**src/rtl/ext_pkg.sv**
```systemverilog
// Shared definitions for the custom-opcode extension unit.
// Holds the operation select encoding (funct3), the control FSM states and
// the custom opcode value that the decode controller also matches on.
package ext_pkg;

  localparam logic [4:0] EXT_OPCODE = 5'b11011;

  // funct3 operation select
  typedef enum logic [2:0] {
    EXT_MULL  = 3'd0,
    EXT_MULHU = 3'd1,
    EXT_DIVU  = 3'd2,
    EXT_REMU  = 3'd3,
    EXT_CPOP  = 3'd4,
    EXT_CLZ   = 3'd5,
    EXT_ROL   = 3'd6,
    EXT_RSVD  = 3'd7
  } ext_op_e;

  typedef enum logic [1:0] {
    IDLE = 2'd0,
    BUSY = 2'd1,
    DONE = 2'd2
  } ext_state_e;

  // Multiply and divide ops run on the radix-2 step engine
  function automatic logic is_iterative(ext_op_e op);
    return (op == EXT_MULL) || (op == EXT_MULHU) ||
           (op == EXT_DIVU) || (op == EXT_REMU);
  endfunction

endpackage

```
**src/rtl/ext_iter_datapath.sv**
```systemverilog
// Radix-2 multiply/divide step engine with one shared adder/subtractor.
// Ports:
//   clk, rst_n       clock, synchronous active-low reset
//   start_i          load operands for a new operation (sel_i, a_i, b_i)
//   step_i           perform one iteration
//   sel_i            MULL / MULHU / DIVU / REMU
//   a_i, b_i         operands A and B
//   result_c_o       value the selected result will hold after this step
//   done_c_o         this step is the last one (counter at XLEN-1)
module ext_iter_datapath
  import ext_pkg::*;
#(
  parameter int unsigned XLEN  = 32,
  parameter int unsigned CNT_W = $clog2(XLEN)
) (
  input  logic            clk,
  input  logic            rst_n,
  input  logic            start_i,
  input  logic            step_i,
  input  ext_op_e         sel_i,
  input  logic [XLEN-1:0] a_i,
  input  logic [XLEN-1:0] b_i,
  output logic [XLEN-1:0] result_c_o,
  output logic            done_c_o
);

  // hi/lo form the 2*XLEN multiply accumulator; for divide hi is the
  // remainder and lo shifts the dividend out while the quotient shifts in.
  logic [XLEN-1:0]  hi_q, hi_d, lo_q, lo_d, opnd_q, opnd_d;
  logic             is_div_q, is_div_d, hi_sel_q, hi_sel_d;
  logic [CNT_W-1:0] cnt_q, cnt_d;
  logic [XLEN:0]    part_rem, mul_sum;
  logic [XLEN+1:0]  add_a, add_b, sum;

  // Shared adder: hi + A for multiply, partial remainder - B for divide
  always_comb begin
    part_rem = {hi_q, lo_q[XLEN-1]};
    add_a    = is_div_q ? {1'b0, part_rem} : {2'b00, hi_q};
    add_b    = {2'b00, opnd_q} ^ {(XLEN+2){is_div_q}};
    sum      = add_a + add_b + (XLEN+2)'(is_div_q);
  end

  // Step sequencing
  always_comb begin
    hi_d     = hi_q;
    lo_d     = lo_q;
    opnd_d   = opnd_q;
    is_div_d = is_div_q;
    hi_sel_d = hi_sel_q;
    cnt_d    = cnt_q;
    mul_sum  = {1'b0, hi_q};
    if (start_i) begin
      is_div_d = (sel_i == EXT_DIVU) || (sel_i == EXT_REMU);
      hi_sel_d = (sel_i == EXT_MULHU) || (sel_i == EXT_REMU);
      hi_d     = '0;
      lo_d     = is_div_d ? a_i : b_i;
      opnd_d   = is_div_d ? b_i : a_i;
      cnt_d    = '0;
    end else if (step_i) begin
      cnt_d = cnt_q + CNT_W'(1);
      if (is_div_q) begin
        // Restoring: keep the difference only when it did not go negative
        lo_d = {lo_q[XLEN-2:0], ~sum[XLEN+1]};
        hi_d = sum[XLEN+1] ? part_rem[XLEN-1:0] : sum[XLEN-1:0];
      end else begin
        if (lo_q[0]) mul_sum = sum[XLEN:0];
        hi_d = mul_sum[XLEN:1];
        lo_d = {mul_sum[0], lo_q[XLEN-1:1]};
      end
    end
  end

  assign done_c_o   = (cnt_q == CNT_W'(XLEN - 1));
  assign result_c_o = hi_sel_q ? hi_d : lo_d;

  always_ff @(posedge clk) begin
    if (!rst_n) begin
      hi_q     <= '0;
      lo_q     <= '0;
      opnd_q   <= '0;
      is_div_q <= 1'b0;
      hi_sel_q <= 1'b0;
      cnt_q    <= '0;
    end else begin
      hi_q     <= hi_d;
      lo_q     <= lo_d;
      opnd_q   <= opnd_d;
      is_div_q <= is_div_d;
      hi_sel_q <= hi_sel_d;
      cnt_q    <= cnt_d;
    end
  end

endmodule

```
**src/rtl/extension_unit.sv**
```systemverilog
// Execution unit for the custom opcode: multiply/divide (iterative) and
// CPOP/CLZ/ROL (single-cycle), with request/response handshakes.
// Ports:
//   clk, rst_n                  clock, synchronous active-low reset
//   flush                       abort any in-flight operation
//   req_valid/req_ready         request handshake
//   req_sel, req_rs1, req_rs2   funct3 select and operands
//   req_rd                      destination tag
//   resp_valid/resp_ready       response handshake
//   resp_data, resp_rd          result and echoed tag
//   resp_illegal                reserved select was used
//   busy                        operation in flight or result pending
module extension_unit
  import ext_pkg::*;
#(
  parameter int unsigned XLEN  = 32,
  parameter int unsigned CNT_W = $clog2(XLEN)
) (
  input  logic            clk,
  input  logic            rst_n,
  input  logic            flush,
  input  logic            req_valid,
  output logic            req_ready,
  input  logic [2:0]      req_sel,
  input  logic [XLEN-1:0] req_rs1,
  input  logic [XLEN-1:0] req_rs2,
  input  logic [4:0]      req_rd,
  output logic            resp_valid,
  input  logic            resp_ready,
  output logic [XLEN-1:0] resp_data,
  output logic [4:0]      resp_rd,
  output logic            resp_illegal,
  output logic            busy
);

  ext_state_e       state_q, state_d;
  logic [XLEN-1:0]  data_q, data_d;
  logic [4:0]       rd_q, rd_d;
  logic             ill_q, ill_d;
  logic             valid_q, valid_d, ready_q, ready_d, busy_q, busy_d;

  ext_op_e          op;
  logic             dp_start, dp_step, dp_done;
  logic [XLEN-1:0]  dp_result;
  logic [CNT_W:0]   pop, clz;
  logic [CNT_W-1:0] shamt, rshamt;
  logic [XLEN-1:0]  rol, single_res;

  assign op = ext_op_e'(req_sel);

  ext_iter_datapath #(
    .XLEN  (XLEN),
    .CNT_W (CNT_W)
  ) u_iter (
    .clk        (clk),
    .rst_n      (rst_n),
    .start_i    (dp_start),
    .step_i     (dp_step),
    .sel_i      (op),
    .a_i        (req_rs1),
    .b_i        (req_rs2),
    .result_c_o (dp_result),
    .done_c_o   (dp_done)
  );

  // Single-cycle operations on the raw request operands
  always_comb begin
    pop = '0;
    clz = (CNT_W+1)'(XLEN);
    for (int i = 0; i < int'(XLEN); i++) begin
      pop = pop + (CNT_W+1)'(req_rs1[i]);
      if (req_rs1[i]) clz = (CNT_W+1)'(int'(XLEN) - 1 - i);
    end
    // XLEN is a power of two, so XLEN - shamt wraps to -shamt in CNT_W bits
    shamt  = req_rs2[CNT_W-1:0];
    rshamt = CNT_W'(0) - shamt;
    rol    = (shamt == '0) ? req_rs1 : ((req_rs1 << shamt) | (req_rs1 >> rshamt));
    case (op)
      EXT_CPOP: single_res = XLEN'(pop);
      EXT_CLZ:  single_res = XLEN'(clz);
      EXT_ROL:  single_res = rol;
      default:  single_res = '0;
    endcase
  end

  // Control FSM; flush overrides every other input
  always_comb begin
    state_d  = state_q;
    data_d   = data_q;
    rd_d     = rd_q;
    ill_d    = ill_q;
    dp_start = 1'b0;
    dp_step  = 1'b0;
    if (flush) begin
      state_d = IDLE;
    end else begin
      case (state_q)
        IDLE: begin
          if (req_valid) begin
            rd_d  = req_rd;
            ill_d = (op == EXT_RSVD);
            if (is_iterative(op)) begin
              dp_start = 1'b1;
              state_d  = BUSY;
            end else begin
              data_d  = single_res;
              state_d = DONE;
            end
          end
        end
        BUSY: begin
          dp_step = 1'b1;
          if (dp_done) begin
            data_d  = dp_result;
            state_d = DONE;
          end
        end
        DONE: begin
          if (resp_ready) state_d = IDLE;
        end
        default: state_d = IDLE;
      endcase
    end
    valid_d = (state_d == DONE);
    busy_d  = (state_d != IDLE);
    ready_d = (state_d == IDLE);
  end

  always_ff @(posedge clk) begin
    if (!rst_n) begin
      state_q <= IDLE;
      data_q  <= '0;
      rd_q    <= '0;
      ill_q   <= 1'b0;
      valid_q <= 1'b0;
      ready_q <= 1'b0;
      busy_q  <= 1'b0;
    end else begin
      state_q <= state_d;
      data_q  <= data_d;
      rd_q    <= rd_d;
      ill_q   <= ill_d;
      valid_q <= valid_d;
      ready_q <= ready_d;
      busy_q  <= busy_d;
    end
  end

  assign req_ready    = ready_q;
  assign resp_valid   = valid_q;
  assign resp_data    = data_q;
  assign resp_rd      = rd_q;
  assign resp_illegal = ill_q;
  assign busy         = busy_q;

endmodule

```
**config.mk**
```make
export PLATFORM = sky130hd
export DESIGN_NAME = extension_unit
export DESIGN_NICKNAME = d
export VERILOG_FILES = /design/src/rtl/ext_pkg.sv /design/src/rtl/ext_iter_datapath.sv /design/src/rtl/extension_unit.sv
export SDC_FILE = /design/constraint.sdc
export NUM_CORES = 1
export LEC_CHECK = 0
export BUFFER_PORTS_ARGS = -buffer_cell sky130_fd_sc_hd__buf_2
export CAP_MARGIN = 20
export CORE_MARGIN = 4
export CORE_UTILIZATION = 30
export CTS_CLUSTER_DIAMETER = 200
export DETAILED_ROUTE_END_ITERATION = 10
export GPL_TIMING_DRIVEN = 0
export HOLD_SLACK_MARGIN = 0.03
export PLACE_DENSITY_LB_ADDON = 0.05
export SYNTH_ARGS = -nofsm -noshare
export SYNTH_HDL_FRONTEND = slang
export SYNTH_SLANG_ARGS = --single-unit
```
**constraint.sdc**
```tcl
create_clock -name clk -period 17.05 [get_ports clk]
set_clock_uncertainty 0.15 [all_clocks]
set_input_delay 1.705 -clock clk [delete_from_list [all_inputs] [get_ports clk]]
set_output_delay 1.705 -clock clk [all_outputs]
set_load 0.005 [all_outputs]
```
==> impl_metrics.yaml <==
outcome:
  status: "finished clean"
sta:
  maxSlewHeadroom_pct: 17.2
  period_share_pct: 47.4
  setup_tns_ps: 0
  final-hold-violation-count: 0
  max_freq_mhz: 124
  setup_slack_ps: 8960
  slew_viol_final: 0
  fin_crit_ps: 8090
  setup_viol: 0
  rsz0062_at_grt: "no"
  worst_pin_slew_ps: 1240
die:
  die_w_um: 234
  num_io_pins: 118
  die_y_um: 234
  start_util_pct: 30.4
  placementRows: 82
  die_area_um2: 54500
  core_um2: 50200
global_route:
  grt_pass1_wl_um: 130000
  grt_use_total_pct: 33.7
  first_global_vias: 16300
  grt_antenna_before_repair: 6
  grt_max_degree: 19
  overflow: 0
synth:
  synth_cell_types: 82
  synthTopCellsByArea: "dfxtp_1 19%, nand2_1 8.5%, mux4_2 6.3%"
  synth.most_common_cell: "nand2_1"
  yosys-top-cells-count: "344 x nand2_1, 152 x nor2_1, 146 x dfxtp_1"
  avgSynthCellArea_um2: 7.54
  ys_ff_latch: 146
  syn_inst: 2025
  ys_warn_count: 0
  synth-main-ff-cell: "dfxtp_1"
  synthAdderAreaFrac_pct: 6.89
  synthXorXnorAreaFrac_pct: 3.79
  synth_top_family_by_area: "compound AO/OA/AOI/OAI gates"
  synth_area_leader_cell: "dfxtp_1"
  synthSimpleGateAreaFrac_pct: 20.4
  synthMuxAreaShare_pct: 15.4
  syn-num-nets: 2171
  syn_area_um2: 15300
  yosys.area.top_type_share_pct: 19.2
  synth_compound_area_share_pct: 28.0
  synthArstFlopShare_pct: 0
  synth_edf_count: 0
  yosysSeqAreaShare_pct: 19.2
flow_run:
  maxCapViolations: 0
finish:
  multiInputGateArea_um2: 11400
  fillerInstances: 5505
  area.sequential_um2: 2920
  syn2layout_area_growth_pct: 13.7
  fin_nets: 2308
  drive_gt1_share_pct: 12.8
cts:
  root_buffer: "clkbuf_16"
  cts_setup_buffers: 0
  cts.repair.resized: 0
  cts_tree: "yes"
  cts_sinks: 146
  cts_max_path_buffers: 2
  clkTransAtPathRegs_ps: 80
  numCtsBuffers: 17
  cts_hold_buf: 0
  clk_latency_ps: 460
  cts_max_level: 4
critical_path:
  cp_max_fo: 10
  crit_required_ps: 17240
  worstPathArrival_ps: 8280
  r2r_cells: 18
  r2r-end: "resp_data[26]$_SDFFE_PN0P_"
  critPathKind: "in2reg"
  cp-end-kind: "flip-flop"
  reg2reg_from: "u_iter.is_div_q$_SDFFE_PN0P_"
  r2r_setup_slack_ps: 9310
  worstSetupStartpointType: "input port"
hold_path:
  holdPathEnd: "u_iter.cnt_q[4]$_SDFFE_PP0P_"
  min_path_type: "reg2reg"
  hp-start: "u_iter.cnt_q[4]$_SDFFE_PP0P_"
  min_path_cells: 2
placement:
  io_buffers: 112
  pre_cts_slack_ps: 8720
  place_hpwl_um: 76300
  gp_congestion: 1.05
pwr:
  ir_drop_mv: 0.148
  seq_power_share_pct: 26.9
  p_switching_w: 0.000601
  swShare_pct: 44.1
  p_clk_share_pct: 28.8
  power_density_nw_per_um2: 78.6
  power_frac_comb_pct: 44.2
  cellLeakagePower_nw: 7.17
  internal_power_w: 0.000763
route:
  drc_errors: 0
  antenna_left: 0
  via_per_inst: 6.17
  drt_wl_total_um: 93900
  drt_iter0_drc: 2367
  dr_total_vias: 17600
  routedWlPerCell_um: 32.9
  drt-pass1-iter-count: 5
worst max path at each step:
stage,from,end,slack (ps),cells past startpoint
after floorplan,req_rs1[23],resp_data[4]$_SDFFE_PN0P_,10340,20
after global placement,req_rs1[27],resp_data[4]$_SDFFE_PN0P_,8770,21
after detailed placement,req_rs1[27],resp_data[4]$_SDFFE_PN0P_,8720,21
after CTS,req_rs1[27],resp_data[4]$_SDFFE_PN0P_,9180,21
after global routing,u_iter.is_div_q$_SDFFE_PN0P_,resp_data[26]$_SDFFE_PN0P_,8850,18
final,req_rs1[27],resp_data[4]$_SDFFE_PN0P_,8960,21
power groups by stage:
| stage | Combinational [W] | Sequential, W | Clock (W) |
|---|---|---|---|
| 2_1_floorplan | 0.000363 | 0.000370 | 0 |
| 3_3_place_gp | 0.000585 | 0.000375 | 0 |
| 3_5_place_dp | 0.000587 | 0.000375 | 0 |
| 4_1_cts | 0.000589 | 0.000367 | 0.000396 |
| 5_1_grt | 0.000649 | 0.000369 | 0.000408 |
| 6_report | 0.000603 | 0.000367 | 0.000393 |
area by class of cell:
cell class              count  share of cell area, %
flip-flops and latches    146                   16.9
inverters                  51                   1.10
clock buffers              17                   2.45
well taps                 672                   4.85
diodes                      2                 0.0289
repair buffers            118                   3.52
multi-input cells        1638                   65.6
clock inverters            15                   1.07
plain buffers             190                   4.50
per-layer routing:
metal	global-route usage, %	vias to the layer above	part of all wire (%)
li1	-	7684	-
met1	53.1	8737	48
met2	43.6	1042	37
met3	10.1	109	11
met4	7.69	4	2.6
met5	1.19	-	0.11
cell usage in the layout (no fill, tap or decap), drive strengths merged, types with 43 or more instances in the layout:
cell,instances
a21oi,128
o21ai,132
dfxtp,146
clkbuf,153
o211ai,49
xor2,48
buf,172
and2,44
ha,44
inv,56
nand2,344
a31oi,49
mux2i,91
a211oi,76
mux4,43
nor2,152
stage by stage:
stage / power [W] / instance area [µm²] / utilization [%] / hold WS, ps / instances
3_3_place_gp: 0.000960 / 16700 / 33.2 / 302 / 2809
2_1_floorplan: 0.000734 / 15300 / - / 291 / 2025
4_1_cts: 0.00135 / 17300 / 34.5 / 315 / 2845
3_5_place_dp: 0.000961 / 16700 / 33.3 / 302 / 2813
5_1_grt: 0.00143 / 17300 / 34.6 / 340 / 2847
6_report: 0.00136 / 17300 / 34.6 / 313 / 2849
cell families after synthesis:
kind of cell / count (synthesis)
and+or+nand+nor: 696
muxes: 176
adders and majority gates: 69
buffers and inverters: 241
AOI/OAI and AO/OA: 631
xor gates and xnor gates: 66
DFF: 146
worst max-delay path, stage by stage:
cell and delay (ps):
buf_2 140, clkbuf_1 920, inv_1 280, fa_1 560, fa_1 500, inv_1 50, fa_1 470, inv_1 50
fa_1 460, fa_1 490, fa_1 500, inv_1 40, ha_1 210, fa_1 400, a21o_1 190, a21oi_1 160
xnor2_1 110, a32oi_1 470, o21ai_0 270, a21oi_1 210, a21boi_0 90
flip-flops by register name, indices dropped and copies added (netlist names):
| name | count |
|---|---|
| resp_valid | 1 |
| resp_illegal | 1 |
| resp_data | 32 |
| u_iter.lo_q | 32 |
| u_iter.hi_sel_q | 1 |
| u_iter.hi_q | 32 |
| u_iter.is_div_q | 1 |
| req_ready | 1 |
| u_iter.cnt_q | 5 |
| busy | 1 |
| u_iter.opnd_q | 32 |
| resp_rd | 5 |
| state_q | 2 |
No activity file was read; power rests on OpenSTA's default activity.
